**src/rtl/load_data_ctr_if.sv**
```systemverilog
// Load-path bus between the execute/memory stages and load_data_ctr.
// The master side drives the load request, memory read words and I/O responses.
interface load_data_ctr_if;
   logic [5:0]  opcode;
   logic [31:0] ALUOut;
   logic        stall;
   logic [31:0] dataMemOut;
   logic [31:0] instrMemOut;
   logic [31:0] ISR_MemOut;
   logic [31:0] ioRdData;
   logic        ioRdValid;
   logic        ioRdReq;
   logic [31:0] ioAddr;
   logic [31:0] loadData;
   logic        loadValid;
   logic        loadStall;
   logic        ioTimeout;

   modport master (
      output opcode, ALUOut, stall, dataMemOut, instrMemOut, ISR_MemOut, ioRdData, ioRdValid,
      input  ioRdReq, ioAddr, loadData, loadValid, loadStall, ioTimeout
   );

   modport slave (
      input  opcode, ALUOut, stall, dataMemOut, instrMemOut, ISR_MemOut, ioRdData, ioRdValid,
      output ioRdReq, ioAddr, loadData, loadValid, loadStall, ioTimeout
   );
endinterface

```
**src/rtl/load_data_ctr.sv**
```systemverilog
// Memory-stage load path: captures a load, selects data/instr/ISR/I-O word, aligns and extends it.
// Optional I/O abort timer is built only when LOAD_IO_TIMEOUT_EN is defined.
//
// state      | meaning
// IDLE       | no load in flight; capture allowed when stall=0
// RESP       | memory/none-region load result on loadData (loadValid=1)
// IO_WAIT    | I/O request outstanding; pipeline stalled
// IO_DONE    | I/O result (or timeout zero) presented from the hold register
module load_data_ctr #(
   parameter int IO_TIMEOUT = 255
) (
   input logic            clk,
   input logic            rst,
   load_data_ctr_if.slave bus
);
   localparam logic [5:0] OP_LB  = 6'h20;
   localparam logic [5:0] OP_LH  = 6'h21;
   localparam logic [5:0] OP_LW  = 6'h23;
   localparam logic [5:0] OP_LBU = 6'h24;
   localparam logic [5:0] OP_LHU = 6'h25;

   typedef enum logic [1:0] {ST_IDLE, ST_RESP, ST_IO_WAIT, ST_IO_DONE} state_t;
   typedef enum logic [2:0] {RG_NONE, RG_DATA, RG_INSTR, RG_ISR, RG_IO} region_t;

   if (IO_TIMEOUT < 1) begin : g_bad_timeout
      $error("IO_TIMEOUT must be at least 1");
   end

   state_t      state_q;
   logic        cap_valid_q;
   logic [5:0]  cap_op_q;
   logic [1:0]  cap_off_q;
   region_t     cap_region_q;
   logic [31:0] hold_q;
   logic [31:0] io_addr_q;
   logic        io_req_q;
   logic        load_valid_q;
   logic        load_stall_q;
   logic        resp_live_q;

`ifdef LOAD_IO_TIMEOUT_EN
   localparam int TW = $clog2(IO_TIMEOUT + 1);
   logic [TW-1:0] tmo_cnt_q;
   logic          io_timeout_q;
`endif

   region_t     region_d;
   logic        is_load_d;
   logic        cap_en;
   logic [31:0] mem_word;
   logic [31:0] live_data;
   logic [31:0] load_data;

   function automatic logic [31:0] align_load(input logic [5:0] op, input logic [1:0] off,
                                              input logic [31:0] w);
      logic [7:0]  b;
      logic [15:0] h;
      case (off)
         2'b00:   b = w[31:24];
         2'b01:   b = w[23:16];
         2'b10:   b = w[15:8];
         default: b = w[7:0];
      endcase
      h = off[1] ? w[15:0] : w[31:16];
      case (op)
         OP_LB:   align_load = {{24{b[7]}}, b};
         OP_LBU:  align_load = {24'h0, b};
         OP_LH:   align_load = {{16{h[15]}}, h};
         OP_LHU:  align_load = {16'h0, h};
         default: align_load = w;
      endcase
   endfunction

   // Region priority: data (0x1/0x3) beats instruction (0x2), then ISR, then I/O.
   always_comb begin
      region_d = RG_NONE;
      if (bus.ALUOut[31:30] == 2'b00 && bus.ALUOut[28])
         region_d = RG_DATA;
      else if (bus.ALUOut[31:30] == 2'b00 && bus.ALUOut[29])
         region_d = RG_INSTR;
      else if (bus.ALUOut[31:28] == 4'b1100)
         region_d = RG_ISR;
      else if (bus.ALUOut[31:28] == 4'b1000)
         region_d = RG_IO;
   end

   assign is_load_d = bus.opcode inside {OP_LB, OP_LH, OP_LW, OP_LBU, OP_LHU};
   assign cap_en    = !bus.stall && (state_q == ST_IDLE || state_q == ST_RESP);

   always_comb begin
      mem_word = 32'h0;
      if (cap_valid_q) begin
         case (cap_region_q)
            RG_DATA:  mem_word = bus.dataMemOut;
            RG_INSTR: mem_word = bus.instrMemOut;
            RG_ISR:   mem_word = bus.ISR_MemOut;
            default:  mem_word = 32'h0;
         endcase
      end
   end

   assign live_data = align_load(cap_op_q, cap_off_q, mem_word);

   // First RESP cycle shows the live memory word; a stalled RESP replays the snapshot.
   always_comb begin
      load_data = 32'h0;
      case (state_q)
         ST_RESP:    load_data = resp_live_q ? live_data : hold_q;
         ST_IO_DONE: load_data = hold_q;
         default:    load_data = 32'h0;
      endcase
   end

   always_ff @(posedge clk or posedge rst) begin
      if (rst) begin
         state_q      <= ST_IDLE;
         cap_valid_q  <= 1'b0;
         cap_op_q     <= 6'h0;
         cap_off_q    <= 2'b00;
         cap_region_q <= RG_NONE;
         hold_q       <= 32'h0;
         io_addr_q    <= 32'h0;
         io_req_q     <= 1'b0;
         load_valid_q <= 1'b0;
         load_stall_q <= 1'b0;
         resp_live_q  <= 1'b0;
`ifdef LOAD_IO_TIMEOUT_EN
         tmo_cnt_q    <= '0;
         io_timeout_q <= 1'b0;
`endif
      end else begin
         io_req_q <= 1'b0;
`ifdef LOAD_IO_TIMEOUT_EN
         io_timeout_q <= 1'b0;
`endif
         if (cap_en) begin
            cap_valid_q  <= is_load_d;
            cap_op_q     <= bus.opcode;
            cap_off_q    <= bus.ALUOut[1:0];
            cap_region_q <= region_d;
         end
         unique case (state_q)
            ST_IDLE, ST_RESP: begin
               if (cap_en) begin
                  if (is_load_d && region_d == RG_IO) begin
                     state_q      <= ST_IO_WAIT;
                     io_addr_q    <= bus.ALUOut;
                     io_req_q     <= 1'b1;
                     load_stall_q <= 1'b1;
                     load_valid_q <= 1'b0;
`ifdef LOAD_IO_TIMEOUT_EN
                     tmo_cnt_q    <= TW'(IO_TIMEOUT - 1);
`endif
                  end else if (is_load_d) begin
                     state_q      <= ST_RESP;
                     load_valid_q <= 1'b1;
                     resp_live_q  <= 1'b1;
                  end else begin
                     state_q      <= ST_IDLE;
                     load_valid_q <= 1'b0;
                  end
               end else if (state_q == ST_RESP && resp_live_q) begin
                  hold_q      <= live_data;
                  resp_live_q <= 1'b0;
               end
            end
            ST_IO_WAIT: begin
               if (bus.ioRdValid) begin
                  hold_q       <= align_load(cap_op_q, cap_off_q, bus.ioRdData);
                  state_q      <= ST_IO_DONE;
                  load_valid_q <= 1'b1;
                  load_stall_q <= 1'b0;
               end
`ifdef LOAD_IO_TIMEOUT_EN
               else if (tmo_cnt_q == '0) begin
                  hold_q       <= 32'h0;
                  state_q      <= ST_IO_DONE;
                  load_valid_q <= 1'b1;
                  load_stall_q <= 1'b0;
                  io_timeout_q <= 1'b1;
               end else begin
                  tmo_cnt_q <= tmo_cnt_q - 1'b1;
               end
`endif
            end
            ST_IO_DONE: begin
               if (!bus.stall) begin
                  state_q      <= ST_IDLE;
                  load_valid_q <= 1'b0;
               end
            end
         endcase
      end
   end

   assign bus.ioRdReq   = io_req_q;
   assign bus.ioAddr    = io_addr_q;
   assign bus.loadData  = load_data;
   assign bus.loadValid = load_valid_q;
   assign bus.loadStall = load_stall_q;
`ifdef LOAD_IO_TIMEOUT_EN
   assign bus.ioTimeout = io_timeout_q;
`else
   assign bus.ioTimeout = 1'b0;
`endif
endmodule

```
**src/flat_wrapper.sv**
```systemverilog
// flat-port wrapper written by rule: the top's interface ports become plain ports
module load_data_ctr_flat 
#(
   parameter int IO_TIMEOUT = 255
)
  (clk, rst, bus_opcode, bus_ALUOut, bus_stall, bus_dataMemOut, bus_instrMemOut, bus_ISR_MemOut, bus_ioRdData, bus_ioRdValid, bus_ioRdReq, bus_ioAddr, bus_loadData, bus_loadValid, bus_loadStall, bus_ioTimeout);
  load_data_ctr_if bus_i ();
  input logic clk;
  input logic rst;
  input wire logic [$bits(bus_i.opcode)-1:0] bus_opcode;
  input wire logic [$bits(bus_i.ALUOut)-1:0] bus_ALUOut;
  input wire logic [$bits(bus_i.stall)-1:0] bus_stall;
  input wire logic [$bits(bus_i.dataMemOut)-1:0] bus_dataMemOut;
  input wire logic [$bits(bus_i.instrMemOut)-1:0] bus_instrMemOut;
  input wire logic [$bits(bus_i.ISR_MemOut)-1:0] bus_ISR_MemOut;
  input wire logic [$bits(bus_i.ioRdData)-1:0] bus_ioRdData;
  input wire logic [$bits(bus_i.ioRdValid)-1:0] bus_ioRdValid;
  output wire logic [$bits(bus_i.ioRdReq)-1:0] bus_ioRdReq;
  output wire logic [$bits(bus_i.ioAddr)-1:0] bus_ioAddr;
  output wire logic [$bits(bus_i.loadData)-1:0] bus_loadData;
  output wire logic [$bits(bus_i.loadValid)-1:0] bus_loadValid;
  output wire logic [$bits(bus_i.loadStall)-1:0] bus_loadStall;
  output wire logic [$bits(bus_i.ioTimeout)-1:0] bus_ioTimeout;
  assign bus_i.opcode = bus_opcode;
  assign bus_i.ALUOut = bus_ALUOut;
  assign bus_i.stall = bus_stall;
  assign bus_i.dataMemOut = bus_dataMemOut;
  assign bus_i.instrMemOut = bus_instrMemOut;
  assign bus_i.ISR_MemOut = bus_ISR_MemOut;
  assign bus_i.ioRdData = bus_ioRdData;
  assign bus_i.ioRdValid = bus_ioRdValid;
  assign bus_ioRdReq = bus_i.ioRdReq;
  assign bus_ioAddr = bus_i.ioAddr;
  assign bus_loadData = bus_i.loadData;
  assign bus_loadValid = bus_i.loadValid;
  assign bus_loadStall = bus_i.loadStall;
  assign bus_ioTimeout = bus_i.ioTimeout;
  load_data_ctr #(.IO_TIMEOUT(IO_TIMEOUT)) u_core (.clk(clk), .rst(rst), .bus(bus_i));
endmodule
```
**config.mk**
```make
export PLATFORM = sky130hd
export DESIGN_NAME = load_data_ctr_flat
export DESIGN_NICKNAME = d
export VERILOG_FILES = /design/src/rtl/load_data_ctr_if.sv /design/src/rtl/load_data_ctr.sv /design/src/flat_wrapper.sv
export SDC_FILE = /design/constraint.sdc
export NUM_CORES = 1
export LEC_CHECK = 0
export ABC_AREA = 0
export CAP_MARGIN = 20
export CORE_MARGIN = 8
export CORE_UTILIZATION = 44
export DETAILED_ROUTE_END_ITERATION = 10
export GPL_ROUTABILITY_DRIVEN = 0
export HOLD_SLACK_MARGIN = 0.05
export PLACE_DENSITY = 0.81
export SLEW_MARGIN = 20
export SYNTH_ARGS = -nofsm -noshare
export SYNTH_HDL_FRONTEND = slang
export SYNTH_SLANG_ARGS = --single-unit
```
**constraint.sdc**
```tcl
create_clock -name clk -period 2.8 [get_ports clk]
set_input_delay 0.42 -clock clk [delete_from_list [all_inputs] [get_ports clk]]
set_output_delay 0.42 -clock clk [all_outputs]
set_load 0.02 [all_outputs]
```
==> results of run 1 <==
## worst min path at each step
stage | depth (start not counted) | end | startpoint | slack, ns
after floorplan | 2 | u_core.cap_op_q[5] | u_core.cap_op_q[5] | 0.45
after global placement | 1 | u_core.bus.ioAddr[31] | u_core.bus.ioAddr[31] | 0.45
after detailed placement | 1 | u_core.bus.ioAddr[31] | u_core.bus.ioAddr[31] | 0.47
after CTS | 1 | u_core.bus.ioAddr[31] | u_core.bus.ioAddr[31] | 0.49
after global routing | 1 | u_core.bus.ioAddr[31] | u_core.bus.ioAddr[31] | 0.50
final | 3 | u_core.hold_q[27] | rst | 0.47
## cells by family (layout without fill, tap and decap cells)
logic type             after synthesis  after routing  synth area share
and+or+nand+nor                    235            235            0.1768
AOI/OAI and AO/OA                  220            220            0.2762
muxes                               70             70            0.1362
DFF                                 81             81            0.3447
other                                1              1         0.0006377
buffers and inverters               61            370           0.06553
## state kept, by name, summed over array words and instances, names as in the netlist
register              count
u_core.bus.ioAddr        32
u_core.bus.ioRdReq        1
u_core.bus.loadStall      1
u_core.cap_off_q          2
u_core.cap_op_q           6
u_core.cap_region_q       3
u_core.cap_valid_q        1
u_core.hold_q            32
u_core.resp_live_q        1
u_core.state_q            2
## power by group through the flow
stage                     Sequential (mW)  Clock [mW]  Combinational, mW
after floorplan                      1.57           0              0.927
after global placement               1.58           0               1.66
after detailed placement             1.58           0               1.70
after CTS                            1.57        1.21               1.74
after global routing                 1.60        1.25               1.96
final                                1.58        1.20               1.83
## through the flow
step | std cells | cell area [um2] | hold WS (ns) | total power, mW | TNS, ns
after global routing | 1153 | 9677 | 0.5011 | 4.806 | -4.684
after CTS | 1143 | 9404 | 0.4908 | 4.520 | -3.919
after detailed placement | 1113 | 8855 | 0.4677 | 3.281 | -11.31
final | 1153 | 9677 | 0.4707 | 4.603 | -2.096
after global placement | 1113 | 8855 | 0.4528 | 3.243 | -10.88
after floorplan | 668 | 5881 | 0.4511 | 2.495 | 0
## cell type report
cell class              count  area share
clock inverters             6    0.006853
inverters                   5    0.002069
well taps                 176     0.02276
repair buffers            349      0.3468
clock buffers              10     0.02366
flip-flops and latches     81      0.2096
multi-input cells         526      0.3883
## cell usage in the layout (no fill, tap or decap), types with 4 or more instances in the layout
cell,count
a21o_1,9
mux2_2,63
buf_2,13
a211o_2,5
o21ai_2,11
o21ai_0,25
a21oi_1,39
clkbuf_16,11
a221oi_2,14
o22ai_1,9
a211oi_1,12
a21oi_2,6
o22a_1,5
nor2_1,45
nand2_1,123
nand2_2,7
dfrtp_1,80
or2_2,5
nor2_2,7
a22oi_1,12
a22oi_2,4
o21ai_1,6
a221oi_1,8
o211ai_1,4
inv_1,4
buf_4,95
buf_12,10
buf_6,24
clkdlybuf4s50_1,204
a22o_1,10
a211o_1,7
nor2b_1,7
a41oi_1,5
nand3b_1,11
a21oi_4,4
## metal layers
layer | part of all wire | GRT usage | vias to the layer above | routed length [um]
li1 | - | - | 3068 | -
met1 | 0.37 | 0.3014 | 3279 | 8983
met2 | 0.47 | 0.4403 | 390 | 11410
met3 | 0.10 | 0.09375 | 87 | 2467
met4 | 0.051 | 0.1213 | 0 | 1220
met5 | 0 | 0 | - | 0
## worst min-delay path: cells and delay by family
kind	cells	cell delay (ns)
buf+inv	3	0.82
## timing repair
item / 4_1_cts / 5_1_grt
resized for setup: 160 / 65
hold buffers: 0 / 0
buffers inserted: 13 / 12
endpoints found under the setup margin: 32 / 33
gates cloned: 1 / 3
pin swaps: 14 / 36
hold endpoints to repair: 0 / 0
==> metrics.md, run 1 <==
| Metric | Value |
|---|---|
| Worst setup endpoint | `bus_loadData[15]` |
| Die height | `131.6 um` |
| Share of cells above drive strength 1 | `0.3234` |
| Levels on crit path | `10` |
| RSZ-0062 raised after global routing | `yes` |
| Worst-Margin Slew | `0.7280 ns` |
| RR Endpoint | `u_core.hold_q[5]` |
| Avg Cell Area, Syn | `8.803 um2` |
| PwrDens | `475.6 mW/mm2` |
| Final core occ | `0.7366` |
| Drt total wl | `24080 um` |
| Top-count cell post-synth | `nand2_1` |
| Place WS | `-0.5400 ns` |
| Final hold violations | `0` |
| #FFs+latches synth | `81` |
| GRT Total Usage | `0.2654` |
| Vias | `6824` |
| Slowest cell on the critical path | `dfrtp_2` |
| Ys Warns | `0` |
| Final Max Tran Viols | `0` |
| Setup violations, final | `28` |
| Die W | `131.6 um` |
| CTS Sinks | `81` |
| Syn nets | `838` |
| Number of CTS-inserted buffers | `9` |
| Fill cell count | `923` |
| Worst-path clk slew | `0.07 ns` |
| Largest net degree at the start of global routing | `82` |
| FFs w/ async S/R, synth | `1.000` |
| DP HPWL | `17590 um` |
| Routed WL per cell | `20.88 um` |
| Slowest stage delay, CP | `0.46 ns` |
| Max transition margin | `0.5129` |
| Final WS setup | `-0.1732 ns` |
| Flop pwr share | `0.343` |
| Reg-to-reg startpoint | `u_core.cap_op_q[4]` |
| Hold WC Path Type | `in -> async` |
| Clk pwr share | `0.260` |
| CTS tree | `done` |
| Largest cells by area after synthesis | `dfrtp_1 34%, mux2_2 12%, nand2_1 8.3%` |
| Most used cell, CP | `buf_6` |
| FF/Latch Area | `0.002028 mm2` |
| Min Tclk post-route | `2.973 ns` |
| DRT Pass-1 Iters | `5` |
| Deepest clock path buffer count | `2` |
| Yosys top cell by area | `dfrtp_1` |
| DRC | `0` |
| Netlist Area Pre-Place | `0.005881 mm2` |
| Failing checks | `setup timing` |
| Post-synth top area share | `0.3447` |
| Max-cap viol count | `0` |
| Post-synth cell types | `63` |
| Critical Path Source | `u_core.cap_region_q[1]` |
| Via density | `5.918` |
| Buffers on Ports | `236` |
| Setup Skew | `0.007307 ns` |
| Max Fclk | `336.3 MHz` |
| Top fanout value on the critical path | `7` |
| Crit start category | `register` |
| Final nets | `1142` |
| R2R cell count | `14` |
| Initial antenna violation count | `0` |
| Buf/Inv on CP | `4` |
| Crit path max-delay family | `compound AO/OA/AOI/OAI gates` |
| Number of global-route vias before repair | `7068` |
| Ant diodes | `0` |
| R2R Setup Slk | `0.12 ns` |
| Starting DRT DRC Count | `769` |
| Sequential fraction of the synthesis area | `0.3447` |
| Final period utilization | `1.062` |
| Worst skew pair latency | `0.35 ns` |
| Status | `complete, but fails checks` |
| Area of the multi-input gates | `0.003757 mm2` |
| Full die area | `0.01732 mm2` |
| First-pass GRT wire length | `37250 um` |
| Post-synth EDFFs | `0` |
| CP cell instances | `buf_6 > mux2_4 > a22oi_2 > a2bb2oi_1 > buf_4 > a21oi_4 > and3_4 > buf_6 > a221o_1 > buf_6` |
| Row cnt | `42` |
| Main flop type after synthesis | `dfrtp_1` |
| Psw | `1.546 mW` |
| Proportion of power drawn by combinational gates | `0.397` |
| Starting Density | `0.4476` |
| Htree depth | `3` |
| Leak | `4.193 nW` |
| Area Overhead vs Synth | `64.55%` |
| Top cells by count, synth | `130 x nand2_1, 81 x dfrtp_1, 65 x mux2_2` |
| GRT overflow | `0` |
| I/O pin total | `238` |
| Cell count after synthesis | `668` |
| Worst Setup End Kind | `output pin` |
| Root Driver | `clkbuf_16` |
| Switching share of total power | `0.3359` |
| Core area | `0.01314 mm2` |
| Critical path arrival | `2.55 ns` |
| Critical Path RT | `2.38 ns` |
| Critical path class | `reg -> out` |
| Max VDD drop | `0.0005100 V` |
| Internal power | `3.056 mW` |
| Routed Antenna Nets | `0` |
(Power assumes the default switching activity.)
==> run 2: changes to the inputs <==
--- a/config.mk
+++ b/config.mk
@@ -7,12 +7,14 @@
 export LEC_CHECK = 0
 export ABC_AREA = 0
 export CAP_MARGIN = 20
+export CORE_ASPECT_RATIO = 0.6
 export CORE_MARGIN = 8
-export CORE_UTILIZATION = 44
+export CORE_UTILIZATION = 40
 export DETAILED_ROUTE_END_ITERATION = 10
 export GPL_ROUTABILITY_DRIVEN = 0
 export HOLD_SLACK_MARGIN = 0.05
-export PLACE_DENSITY = 0.81
+export PLACE_DENSITY = 0.78
+export SKIP_LAST_GASP = 1
 export SLEW_MARGIN = 20
 export SYNTH_ARGS = -nofsm -noshare
 export SYNTH_HDL_FRONTEND = slang
==> constraint.sdc (replaced) <==
create_clock -name clk -period 2.5 [get_ports clk]
set_input_delay 0.375 -clock clk [delete_from_list [all_inputs] [get_ports clk]]
set_output_delay 0.375 -clock clk [all_outputs]
set_load 0.02 [all_outputs]
==> metrics.md, run 2 (synthesis gave the netlist of run 1 again) <==
| Metric | Value |
|---|---|
| Routed WL per cell | `22.07 um (was 20.88 um)` |
| Fill cell count | `1083 (was 923)` |
| Full die area | `0.01897 mm2 (was 0.01732 mm2)` |
| Slowest stage delay, CP | `0.41 ns (was 0.46 ns)` |
| GRT met3 Usage | `0.1413 (was 0.09375)` |
| Critical path arrival | `2.58 ns (was 2.55 ns)` |
| GRT overflow | `0 (unchanged)` |
| Initial antenna violation count | `3 (was 0)` |
| Final TNS setup | `-11.94 ns (was -2.096 ns)` |
| Fin area | `0.009932 mm2 (was 0.009677 mm2)` |
| Vias | `7032 (was 6824)` |
| Crit start category | `register (unchanged)` |
| Share of cells above drive strength 1 | `0.3430 (was 0.3234)` |
| Worst Setup End Kind | `output pin (unchanged)` |
| Max Fclk | `338.6 MHz` |
| Most frequent cells in the layout | `204 x clkdlybuf4s50_1, 133 x buf_4, 125 x nand2_1, 79 x dfrtp_1, 62 x mux2_2 (was 204 x clkdlybuf4s50_1, 123 x nand2_1, 95 x buf_4, 80 x dfrtp_1, 63 x mux2_2)` |
| Largest net degree at the start of global routing | `34 (was 82)` |
| RSZ-0062 raised after global routing | `yes (unchanged)` |
| CTS Sinks | `81 (unchanged)` |
| Drt total wl | `26500 um (was 24080 um)` |
| Placed inst area | `0.009106 mm2 (was 0.008855 mm2)` |
| Failing checks | `setup timing (unchanged)` |
| Row cnt | `34 (was 42)` |
| Met1 Use GR | `0.3430 (was 0.3014)` |
| Area Overhead vs Synth | `68.89% (was 64.55%)` |
| Deepest clock path buffer count | `2 (unchanged)` |
| Reg-to-reg startpoint | `u_core.cap_region_q[1] (was u_core.cap_op_q[4])` |
| Total power draw | `5.318 mW (was 4.603 mW)` |
| Grt peak-use layer | `met2 (unchanged)` |
| Die height | `109.9 um (was 131.6 um)` |
| CTS Hold Bufs | `0 (unchanged)` |
| Max transition margin | `0.4030 (was 0.5129)` |
| Worst skew pair latency | `0.34 ns (was 0.35 ns)` |
| Slowest cell on the critical path | `dfrtp_2 (unchanged)` |
| Htree depth | `3 (unchanged)` |
| Worst-Margin Slew | `0.8922 ns (was 0.7280 ns)` |
| Via density | `5.855 (was 5.918)` |
| Critical Path RT | `2.12 ns (was 2.38 ns)` |
| Switching share of total power | `0.3478 (was 0.3359)` |
| Top fanout value on the critical path | `7 (unchanged)` |
| I/O pin total | `238 (unchanged)` |
| Min Tclk post-route | `2.954 ns` |
| PwrDens | `535.4 mW/mm2 (was 475.6 mW/mm2)` |
| Core area | `0.01442 mm2 (was 0.01314 mm2)` |
| Setup violations, final | `33 (was 28)` |
| Status | `complete, but fails checks (unchanged)` |
| Final hold violations | `0 (unchanged)` |
| First-pass GRT wire length | `38780 um (was 37250 um)` |
| Met2 Use GR | `0.3719 (was 0.4403)` |
| Worst-path clk slew | `0.06 ns (was 0.07 ns)` |
| Max-cap viol count | `0 (unchanged)` |
| Ant diodes | `0 (unchanged)` |
| Starting Density | `0.4078 (was 0.4476)` |
| Number of global-route vias before repair | `6798 (was 7068)` |
| Starting DRT DRC Count | `914 (was 769)` |
| Most used cell, CP | `buf_12 (was buf_6)` |
| DRT Pass-1 Iters | `6 (was 5)` |
| RR Endpoint | `u_core.hold_q[8] (was u_core.hold_q[5])` |
| GRT Total Usage | `0.2616 (was 0.2654)` |
| Flop pwr share | `0.337 (was 0.343)` |
| Critical path class | `reg -> out (unchanged)` |
| Clk pwr share | `0.260 (about the same)` |
| Root Driver | `clkbuf_16 (unchanged)` |
| Routed Antenna Nets | `0 (unchanged)` |
| Internal power | `3.468 mW (was 3.056 mW)` |
| Final nets | `1168 (was 1142)` |
| Proportion of power drawn by combinational gates | `0.403 (was 0.397)` |
| CP cell instances | `buf_12 > buf_12 > buf_12 > mux2_2 > nand2_2 > a21oi_2 > buf_4 > nand2_1 > o211ai_1 > a221o_1 > buf_6 (was buf_6 > mux2_4 > a22oi_2 > a2bb2oi_1 > buf_4 > a21oi_4 > and3_4 > buf_6 > a221o_1 > buf_6)` |
| Buffers on Ports | `236 (unchanged)` |
| Psw | `1.849 mW (was 1.546 mW)` |
| Final Non-Filler Cells | `1201 (was 1153)` |
| Final Max Tran Viols | `0 (unchanged)` |
| R2R cell count | `16 (was 14)` |
| R2R Setup Slk | `-0.32 ns (was 0.12 ns)` |
| Commonest non-fill, non-tap cell in the layout | `clkdlybuf4s50_1 (unchanged)` |
| Final WS setup | `-0.4538 ns (was -0.1732 ns)` |
| Hold WC Path Type | `in -> async (unchanged)` |
| DP HPWL | `19650 um (was 17590 um)` |
| Max VDD drop | `0.0003953 V (was 0.0005100 V)` |
| Leak | `4.319 nW (was 4.193 nW)` |
| Placed cell count | `1162 (was 1113)` |
| Setup Skew | `0.009622 ns (was 0.007307 ns)` |
| DRC | `0 (unchanged)` |
| Die W | `172.5 um (was 131.6 um)` |
| CTS tree | `done (unchanged)` |
| Number of CTS-inserted buffers | `9 (unchanged)` |
| Final period utilization | `1.182` |
run 2: cell count changes in the layout (fill, tap and decap cells not counted), sizes merged:
cell,previous run,this run
buf,143,171
clkbuf,12,10
clkinvlp,0,2
inv,6,4
run 2: per-layer routing:
layer  wire length (um)  vias to the layer above
li1                   -                     3126
met1              10990                     3351
met2              11100                      492
met3               3825                       57
met4                550                        6
met5                 36                        -
run 2: through the flow:
stage	utilization	worst slack (ns)	hold slack (ns)
detailed placement	0.6314	-0.8356	0.4542
CTS	0.6756	-0.3918	0.4189
global placement	0.6314	-0.7981	0.4561
global route	0.6887	-0.5023	0.4473
floorplan	-	0.02595	0.4511
finish	0.6887	-0.4538	0.4016
run 2: worst max-delay path by stage:
| stage | startpoint | to | slack [ns] |
|---|---|---|---|
| 4_1_cts | u_core.cap_region_q[1] | bus_loadData[3] | -0.39 |
| 2_1_floorplan | u_core.cap_region_q[1] | bus_loadData[13] | 0.03 |
| 6_report | u_core.cap_region_q[1] | bus_loadData[13] | -0.45 |
| 5_1_grt | u_core.cap_region_q[1] | bus_loadData[13] | -0.50 |
| 3_3_place_gp | bus_ISR_MemOut[23] | bus_loadData[10] | -0.80 |
| 3_5_place_dp | bus_ISR_MemOut[23] | bus_loadData[8] | -0.84 |
run 2: cell type report:
class / count / area [um2] / area share
Clock inverter: 6 / 67.56 / 0.006803
Multi-Input combinational cell: 526 / 3814 / 0.3840
Timing Repair Buffer: 375 / 3515 / 0.3539
Inverter: 5 / 20.02 / 0.002016
Clock buffer: 10 / 239.0 / 0.02406
Tap cell: 198 / 247.7 / 0.02494
Sequential cell: 81 / 2029 / 0.2043
run 2: critical path, delay by kind of cell (launching register included):
family	cells	cell delay, ns
buf+inv	5	0.71
compound gates	3	0.61
flops	1	0.41
mux	1	0.35
simple gates	2	0.14
run 2: what timing repair did:
item / 4_1_cts / 5_1_grt
pin swaps: 27 / 11
setup buffers: 15 / 7
gates cloned: 2 / 0
endpoints found under the setup margin: 43 / 49
gates resized for setup: 222 / 36
run 2: power by group through the flow:
stage	logic, mW	registers [mW]	clock network, mW
2_1_floorplan	1.04	1.76	0
3_3_place_gp	1.93	1.79	0
3_5_place_dp	1.97	1.79	0
4_1_cts	2.03	1.77	1.40
5_1_grt	2.28	1.80	1.44
6_report	2.14	1.79	1.38
==> run 3: changes to the inputs <==
--- a/config.mk
+++ b/config.mk
@@ -14,7 +14,6 @@
 export GPL_ROUTABILITY_DRIVEN = 0
 export HOLD_SLACK_MARGIN = 0.05
 export PLACE_DENSITY = 0.78
-export SKIP_LAST_GASP = 1
 export SLEW_MARGIN = 20
 export SYNTH_ARGS = -nofsm -noshare
 export SYNTH_HDL_FRONTEND = slang
==> metrics.md, run 3 (synthesis gave the netlist of run 1 again) <==
| Metric | Value |
|---|---|
| Worst-Margin Slew | `0.9843 ns (was 0.8922 ns)` |
| Worst Setup End Kind | `output pin (unchanged)` |
| Die height | `109.9 um (unchanged)` |
| Final Max Tran Viols | `0 (unchanged)` |
| DRC | `0 (unchanged)` |
| Routed Antenna Nets | `0 (unchanged)` |
| Starting DRT DRC Count | `971 (was 914)` |
| Row cnt | `34 (unchanged)` |
| DP HPWL | `19650 um (unchanged)` |
| Largest net degree at the start of global routing | `34 (unchanged)` |
| Routed WL per cell | `22.74 um (was 22.07 um)` |
| Critical path class | `reg -> out (unchanged)` |
| PwrDens | `533.7 mW/mm2 (was 535.4 mW/mm2)` |
| Leak | `4.349 nW (was 4.319 nW)` |
| I/O pin total | `238 (unchanged)` |
| Internal power | `3.483 mW (was 3.468 mW)` |
| Drt total wl | `27310 um (was 26500 um)` |
| Final WS setup | `-0.4682 ns (was -0.4538 ns)` |
| Flop pwr share | `0.334 (was 0.337)` |
| Die W | `172.5 um (unchanged)` |
| Final hold violations | `0 (unchanged)` |
| Commonest non-fill, non-tap cell in the layout | `clkdlybuf4s50_1 (unchanged)` |
| Area Overhead vs Synth | `70.85% (was 68.89%)` |
| Number of global-route vias before repair | `6784 (was 6798)` |
| Critical Path RT | `2.12 ns (about the same)` |
| Worst skew pair latency | `0.34 ns (about the same)` |
| Starting Density | `0.4078 (unchanged)` |
| Switching share of total power | `0.3504 (was 0.3478)` |
| Place WS | `-0.8356 ns (unchanged)` |
| Max VDD drop | `0.0003674 V (was 0.0003953 V)` |
| RSZ-0062 raised after global routing | `yes (unchanged)` |
| Area of the multi-input gates | `0.003892 mm2 (was 0.003814 mm2)` |
| Critical path arrival | `2.59 ns (was 2.58 ns)` |
| CTS Sinks | `81 (unchanged)` |
| Status | `complete, but fails checks (unchanged)` |
| Top fanout value on the critical path | `7 (unchanged)` |
| Total power draw | `5.362 mW (was 5.318 mW)` |
| First-pass GRT wire length | `38810 um (was 38780 um)` |
| Full die area | `0.01897 mm2 (unchanged)` |
| Crit start category | `register (unchanged)` |
| Clk pwr share | `0.259 (was 0.260)` |
| Share of cells above drive strength 1 | `0.3513 (was 0.3430)` |
| Final nets | `1167 (was 1168)` |
| Hold WC Path Type | `in -> async (unchanged)` |
| Setup violations, final | `37 (was 33)` |
| Buffers on Ports | `236 (unchanged)` |
| Deepest clock path buffer count | `2 (unchanged)` |
| Min Tclk post-route | `2.968 ns (was 2.954 ns)` |
| GRT overflow | `0 (unchanged)` |
| R2R cell count | `10 (was 16)` |
| Setup Skew | `0.009868 ns (was 0.009622 ns)` |
| Most frequent cells in the layout | `204 x clkdlybuf4s50_1, 124 x nand2_1, 121 x buf_4, 79 x dfrtp_1, 60 x mux2_2 (was 204 x clkdlybuf4s50_1, 133 x buf_4, 125 x nand2_1, 79 x dfrtp_1, 62 x mux2_2)` |
| Worst-path clk slew | `0.06 ns (about the same)` |
| Fill cell count | `1061 (was 1083)` |
| Core area | `0.01442 mm2 (unchanged)` |
| Hold Slack | `0.4006 ns (was 0.4016 ns)` |
| Max-cap viol count | `0 (unchanged)` |
| Final TNS setup | `-12.11 ns (was -11.94 ns)` |
| CTS tree | `done (unchanged)` |
| DRT Pass-1 Iters | `6 (unchanged)` |
| Psw | `1.879 mW (was 1.849 mW)` |
| Htree depth | `3 (unchanged)` |
| Proportion of power drawn by combinational gates | `0.408 (was 0.403)` |
| GRT Total Usage | `0.2616 (about the same)` |
| Vias | `7105 (was 7032)` |
| Failing checks | `setup timing (unchanged)` |
| Root Driver | `clkbuf_16 (unchanged)` |
| Max Fclk | `336.9 MHz (was 338.6 MHz)` |
| Number of CTS-inserted buffers | `9 (unchanged)` |
| FF/Latch Area | `0.002029 mm2 (unchanged)` |
| Via density | `5.916 (was 5.855)` |
| Initial antenna violation count | `3 (unchanged)` |
| Final period utilization | `1.187 (was 1.182)` |
| Max transition margin | `0.3414 (was 0.4030)` |
[run 3: cell count changes in the layout (fill, tap and decap cells not counted), moves of 2 or more]
cell	before	now
a21oi_1	37	35
a21oi_2	9	11
buf_4	133	121
buf_6	15	26
mux2_2	62	60
mux2_4	5	7
[run 3: area by class of cell]
class                      count  share of cell area
antenna                        1           0.0002491
clock buffer                  10             0.02379
clock inverter                 6            0.006725
inverter                       5            0.001993
multi-input combinational    526              0.3874
sequential                    81              0.2020
tap                          198             0.02466
timing repair buffer         374              0.3532
[run 3: power groups by stage]
stage	Sequential, mW	Combinational, mW	Clock [mW]
6_report	1.79	2.19	1.39
4_1_cts	1.77	2.03	1.40
3_3_place_gp	1.79	1.93	0
5_1_grt	1.80	2.31	1.45
3_5_place_dp	1.79	1.97	0
2_1_floorplan	1.76	1.04	0
[run 3: repair_timing]
item | 4_1_cts | 5_1_grt
pin swaps | 27 | 17
resized for setup | 228 | 56
buffers inserted | 15 | 8
endpoints found under the setup margin | 43 | 49
hold buffers | 0 | 0
cloned | 2 | 0
[run 3: metal layers]
layer  track usage  wire length (um)  vias up
li1              -                 -     3119
met1        0.3442             11150     3402
met2        0.3708             11520      510
met3        0.1396              3994       70
met4       0.06115               612        4
met5             0                26        -
[run 3: final timing paths]
| kind | from | end | slack (ns) |
|---|---|---|---|
| max | u_core.cap_region_q[1] | bus_loadData[13] | -0.47 |
| min | rst | u_core.bus.ioAddr[6] | 0.40 |
| max reg2reg | u_core.cap_op_q[1] | u_core.hold_q[21] | -0.03 |
| min reg2reg | u_core.resp_live_q | u_core.resp_live_q | 0.49 |
| max in group asynchronous | rst | u_core.cap_op_q[2] | 1.40 |
| min in group clk | u_core.resp_live_q | u_core.resp_live_q | 0.49 |
[run 3: worst max-delay path, cell delays in order, from the launching register on]
cell,delay (ns)
dfrtp_2,0.42
buf_12,0.15
buf_12,0.15
buf_12,0.12
mux2_2,0.34
nand2_2,0.07
a21oi_2,0.07
buf_4,0.16
nand2_1,0.06
o211ai_1,0.14
a221o_1,0.41
buf_6,0.14
[run 3: stage by stage]
stage / cells / area (um2) / util
after floorplan: 668 / 5886 / -
after global placement: 1162 / 9106 / 0.6314
after detailed placement: 1162 / 9106 / 0.6314
after CTS: 1194 / 9762 / 0.6769
after global routing: 1200 / 10040 / 0.6965
final: 1201 / 10050 / 0.6967
